===== config.mk =====
export PLATFORM = sky130hd
export DESIGN_NAME = rom_uart_loader
export DESIGN_NICKNAME = d
export VERILOG_FILES = /design/src/rtl/rom_uart_loader.sv
export SDC_FILE = /design/constraint.sdc
export NUM_CORES = 1
export LEC_CHECK = 0
export ABC_AREA = 0
export ABC_CLOCK_PERIOD_IN_PS = 4500
export BUFFER_PORTS_ARGS = -buffer_cell sky130_fd_sc_hd__clkbuf_2
export CELL_PAD_IN_SITES_DETAIL_PLACEMENT = 1
export CELL_PAD_IN_SITES_GLOBAL_PLACEMENT = 2
export CORE_AREA = 3 3 116 118
export CTS_CLUSTER_DIAMETER = 50
export DETAILED_ROUTE_END_ITERATION = 6
export DIE_AREA = 0 0 119 121
export PLACE_DENSITY_LB_ADDON = 0.15
export SLEW_MARGIN = 20
export SYNTH_ARGS = -nofsm -noshare
export SYNTH_HDL_FRONTEND = slang
export SYNTH_HIERARCHICAL = 1
export SYNTH_SLANG_ARGS = --single-unit
export TNS_END_PERCENT = 50

===== constraint.sdc =====
create_clock -name clock -period 4.5 [get_ports clock]
set_clock_uncertainty 0.15 [all_clocks]
set_input_delay 0.45 -clock clock [delete_from_list [all_inputs] [get_ports clock]]
set_output_delay 0.45 -clock clock [all_outputs]
set_load 0.05 [all_outputs]

===== src/rtl/rom_uart_loader.sv =====
// Boot loader: receives a framed program image over UART (8N1), writes it into
// the program ROM and releases the CPU core once the checksum verifies.

module rom_uart_rx #(
    parameter int CLKS_PER_BIT = 868
) (
    input  logic       clock,
    input  logic       reset,
    input  logic       line,
    output logic [7:0] rx_byte,
    output logic       rx_vld,
    output logic       frm_err
);
    localparam int CW = $clog2(CLKS_PER_BIT);
    localparam logic [CW-1:0] FULL = CW'(CLKS_PER_BIT - 1);
    localparam logic [CW-1:0] HALF = CW'(CLKS_PER_BIT / 2 - 1);

    typedef enum logic [1:0] {RX_IDLE, RX_START, RX_DATA, RX_STOP} rx_state_t;

    rx_state_t       state, state_nx;
    logic            sync1, sync2, prev;
    logic [CW-1:0]   cnt;
    logic [2:0]      bit_idx;
    logic [7:0]      shreg;
    logic            tick;

    always_comb begin
        state_nx = state;
        tick     = 1'b0;
        case (state)
            RX_IDLE:  if (prev && !sync2) state_nx = RX_START;
            RX_START: begin
                tick = (cnt == HALF);
                // a start bit that has gone high again by mid-bit is a glitch
                if (tick) state_nx = sync2 ? RX_IDLE : RX_DATA;
            end
            RX_DATA: begin
                tick = (cnt == FULL);
                if (tick && bit_idx == 3'd7) state_nx = RX_STOP;
            end
            RX_STOP: begin
                tick = (cnt == FULL);
                if (tick) state_nx = RX_IDLE;
            end
            default: state_nx = RX_IDLE;
        endcase
    end

    always_ff @(posedge clock or negedge reset) begin
        if (!reset) begin
            state   <= RX_IDLE;
            sync1   <= 1'b1;
            sync2   <= 1'b1;
            prev    <= 1'b1;
            cnt     <= '0;
            bit_idx <= '0;
            shreg   <= '0;
            rx_vld  <= 1'b0;
            frm_err <= 1'b0;
        end else begin
            state   <= state_nx;
            sync1   <= line;
            sync2   <= sync1;
            prev    <= sync2;
            rx_vld  <= 1'b0;
            frm_err <= 1'b0;
            cnt     <= (tick || state == RX_IDLE) ? '0 : cnt + 1'b1;
            if (state == RX_DATA && tick) begin
                shreg   <= {sync2, shreg[7:1]};
                bit_idx <= bit_idx + 3'd1;
            end
            if (state == RX_STOP && tick) begin
                rx_vld  <= sync2;
                frm_err <= !sync2;
            end
        end
    end

    assign rx_byte = shreg;
endmodule

module rom_uart_loader #(
    parameter int         CLKS_PER_BIT = 868,
    parameter int         ADDR_W       = 16,
    parameter int         ROM_DEPTH    = 4096,
    parameter logic [7:0] HEADER       = 8'hA5
) (
    input  logic              clock,
    input  logic              reset,
    input  logic              uart_rx,
    output logic              rom_wr_en,
    output logic [ADDR_W-1:0] rom_wr_addr,
    output logic [7:0]        rom_wr_byte,
    output logic              core_hold,
    output logic              load_done,
    output logic              load_err
);
    localparam logic [16:0] DEPTH_MAX = 17'(ROM_DEPTH);

    typedef enum logic [2:0] {
        S_IDLE, S_LEN_H, S_LEN_L, S_DATA, S_CSUM, S_DONE, S_ERR
    } state_t;

    state_t      state, state_nx;
    logic [7:0]  rx_byte;
    logic        rx_vld, frm_err;
    logic [7:0]  len_h;
    logic [15:0] len, cnt, len_full;
    logic [7:0]  csum;
    logic        hdr, last;

    rom_uart_rx #(.CLKS_PER_BIT(CLKS_PER_BIT)) u_rx (
        .clock   (clock),
        .reset   (reset),
        .line    (uart_rx),
        .rx_byte (rx_byte),
        .rx_vld  (rx_vld),
        .frm_err (frm_err)
    );

    assign hdr      = rx_vld && (rx_byte == HEADER);
    assign len_full = {len_h, rx_byte};
    assign last     = (cnt + 16'd1) == len;

    always_comb begin
        state_nx = state;
        case (state)
            S_IDLE, S_DONE, S_ERR: if (hdr) state_nx = S_LEN_H;
            S_LEN_H: if (rx_vld) state_nx = S_LEN_L;
            S_LEN_L: if (rx_vld) begin
                if ({1'b0, len_full} > DEPTH_MAX) state_nx = S_ERR;
                else if (len_full == 16'd0)       state_nx = S_CSUM;
                else                              state_nx = S_DATA;
            end
            S_DATA:  if (rx_vld && last) state_nx = S_CSUM;
            S_CSUM:  if (rx_vld) state_nx = (rx_byte == csum) ? S_DONE : S_ERR;
            default: state_nx = S_IDLE;
        endcase
        if (frm_err && !(state inside {S_IDLE, S_DONE, S_ERR})) state_nx = S_ERR;
    end

    // status drops on the very cycle a new header is accepted
    assign load_done = (state == S_DONE) && !hdr;
    assign load_err  = (state == S_ERR) && !hdr;
    assign core_hold = !load_done;

    always_ff @(posedge clock or negedge reset) begin
        if (!reset) begin
            state       <= S_IDLE;
            len_h       <= '0;
            len         <= '0;
            cnt         <= '0;
            csum        <= '0;
            rom_wr_en   <= 1'b0;
            rom_wr_addr <= '0;
            rom_wr_byte <= '0;
        end else begin
            state     <= state_nx;
            rom_wr_en <= 1'b0;
            case (state)
                S_LEN_H: if (rx_vld) len_h <= rx_byte;
                S_LEN_L: if (rx_vld) begin
                    len  <= len_full;
                    cnt  <= '0;
                    csum <= '0;
                end
                S_DATA: if (rx_vld) begin
                    rom_wr_en   <= 1'b1;
                    rom_wr_addr <= ADDR_W'(cnt);
                    rom_wr_byte <= rx_byte;
                    cnt         <= cnt + 16'd1;
                    csum        <= csum + rx_byte;
                end
                default: ;
            endcase
        end
    end
endmodule


==> impl_metrics.ini <==
[sta]
setup_viol = 0
max_slew_margin_pct = 37.8
worst_pin_slew_ns = 0.932
drv_slew = 0
fin_crit_ns = 3.02
setup_ws_ns = 1.48
fin_hold_ws_ns = 0.0358
tns_ns = 0
rsz0062_at_grt = false
period_share_pct = 67.0
fmax_ghz = 0.331
hold_viol_final = 0

[clocking]
cts_tree = done
numCtsBuffers = 9
cts.sinks = 104
clock_path_buffers = 2
cts-root-buf = clkbuf_16
cts-resized-gates = 0
postCtsSetupRepairBufs = 0
clk-insertion-delay-late_ns = 0.34
clk_pin_slew_ns = 0.07
h-tree-depth = 3
ctsHoldBuffers = 0

[final_layout]
final_cell_count_no_fill = 695
fin_util_pct = 47.7
area_growth_pct = 10.5
nFillCells = 1386
fin_area_mm2 = 0.00600
diodes = 0
fin_nets = 534
drive_gt1_share_pct = 24.3

[worst_setup_path]
cp.required_ns = 4.56
cp-end-kind = flip-flop
crit_path_cell_trace = ha_1, nand4_1, nor4_2, or3_1, o211ai_1, or4_4, a2111oi_4, o21ai_1
arrival_ns = 3.08
path_delay_family = simple AND/OR/NAND/NOR gates
worstSetupPathType = flip-flop to flip-flop
cp_max_fo = 8
start_kind = flip-flop
slowest_stage = dfrtp_1
worst-path-buf-inv = 0
slowest_delay_ns = 0.52

[placed_design]
pre_cts_ws_ns = 1.49
routabilityCongestion = 0.778
placed_cell_area_mm2 = 0.00568
hpwl_um = 8390
placedCellCount = 679
io_buffers = 30

[global_route]
track_usage_pct = 17.4
grt_pass1_vias = 3845
antenna_found_initial = 0
grt_max_degree = 76
grt-ovfl-total = 0
grt_pass1_wl_um = 20100

[yosys]
synth_ff_type = dfrtp_1
synthCells = 497
async_reset_ff_share_pct = 100
synth_fp_nets = 513
synth-seq-cells = 104
synth_edf_count = 0
yosysSeqAreaShare_pct = 48.0
synth_area_per_cell_um2 = 10.9
ys_types = 72
yosys_warnings = 6
synth.cell_area_mm2 = 0.00543

[hold_path]
min_path_type = primary input to flip-flop

[floorplanning]
rows = 41
start_util_pct = 43.2
coreArea_mm2 = 0.0126
die-height_um = 121
io_pins = 31
die_w_um = 119
dieArea_mm2 = 0.0144

[routing]
drtAntennaViolNets = 0
wirelength_um = 12000
num_vias = 3755
drc = 0
wl_per_cell_um = 17.3
firstDrtPassIters = 4
drt_iter0_markers = 126
vias_per_cell = 5.40

[status]
status = finished clean

[pwr]
power_density_mw_per_mm2 = 323
ir_worst_vdd_mv = 0.186
total_power_mw = 1.94
leakage_nw = 2.86

[flow_run]
max-cap-violations = 0
layout make-up:
type / instances / area, µm² / share of cell area [%]
sequential: 104 / 2610 / 43.5
multi-input combinational: 355 / 2620 / 43.7
timing repair buffer: 35 / 190 / 3.17
clock buffer: 11 / 233 / 3.88
inverter: 13 / 48.8 / 0.814
clock inverter: 5 / 81.3 / 1.36
tap: 172 / 215 / 3.59
logic make-up after synthesis:
group	count (synthesis)	synth area share, %
compound gates	86	10.4
xor+xnor	38	6.13
fa+ha+maj	13	3.13
buf+inv	38	3.69
flops	104	48.0
mux	60	13.0
simple gates	158	15.6
cells in the mapped netlist, types with 2 or more instances:
library cell  instances  area share [%]
nor4_1                6            0.69
o21ai_1               2            0.18
o21ai_0              32             2.9
clkbuf_1             11            0.76
and4_1                3            0.48
o31ai_1               3            0.41
nand2b_1              2            0.23
buf_4                 2            0.28
buf_1                 4            0.28
nor3_1               11             1.0
mux2i_1               4            0.74
o22ai_1               2            0.23
nand2_1              44             3.0
dfstp_2               3             1.5
nor3b_1               2            0.28
nor2b_1               2            0.23
dfrtp_1             101              47
nand3_1              20             1.8
nand4_1               9             1.0
mux2_2               47             9.7
inv_1                13            0.90
xnor2_1              19             3.1
buf_6                 4            0.83
ha_1                 12             2.8
o211ai_1              3            0.41
xor2_1               19             3.1
and2_1                2            0.23
a21boi_0              2            0.28
or3_1                 3            0.35
or2_2                 2            0.23
nor2_1               35             2.4
a21o_1                5            0.69
mux2_4                9             2.5
a21oi_1              19             1.8
buf_2                 3            0.28
report_power, final:
group          leakage, nW  internal [mW]  switching (mW)
clock                0.150          0.488           0.343
sequential            1.43          0.968          0.0469
combinational         1.28         0.0393          0.0495
total                 2.86           1.50           0.440
per-layer routing:
layer / GRT usage (%) / part of all wire (%) / vias to the layer above
li1: - / - / 1810
met1: 23.3 / 48 / 1899
met2: 29.2 / 49 / 37
met3: 2.52 / 1.8 / 9
met4: 5.79 / 1.3 / 0
met5: 0 / 0 / -
final timing paths:
| check | from | endpoint | slack (ns) | cells after the start |
|---|---|---|---|---|
| max in group asynchronous | reset | rom_wr_addr[14] | 3.17 | 2 |
| hold / removal | uart_rx | u_rx/sync1 | 0.04 | 1 |
| setup / recovery | cnt[0] | state[0] | 1.48 | 8 |
| hold reg to reg | u_rx/sync1 | u_rx/sync2 | 0.21 | 0 |
| setup reg to reg | cnt[0] | state[0] | 1.48 | 8 |
| min in group asynchronous | reset | rom_wr_addr[2] | 0.08 | 1 |
registers in the layout, summed over array words and instances (netlist names), 3 cells and up, named ones only:
register      cells
len_h             8
csum              8
u_rx/cnt         10
u_rx/rx_byte      8
u_rx/bit_idx      3
rom_wr_byte       8
rom_wr_addr      16
len              16
state             3
cnt              16
layout by cell type, fill, tap and decap left out, types with 3 or more instances in the layout:
cell and n:
dfrtp_1 101, clkbuf_16 9, xor2_1 19, o211ai_1 3, mux2_2 47, inv_1 13
nor4_1 6, xnor2_1 19, and4_1 3, dfstp_2 3, buf_4 6, nor3_1 11
o31ai_1 3, a21o_1 5, nor2_1 35, or3_1 3, nand2_1 44, clkbuf_2 29
a21oi_1 19, nand3_1 20, o21ai_0 32, ha_1 12, mux2_4 9, nand4_1 9
mux2i_1 4
Power figures use the tool's default switching activity.
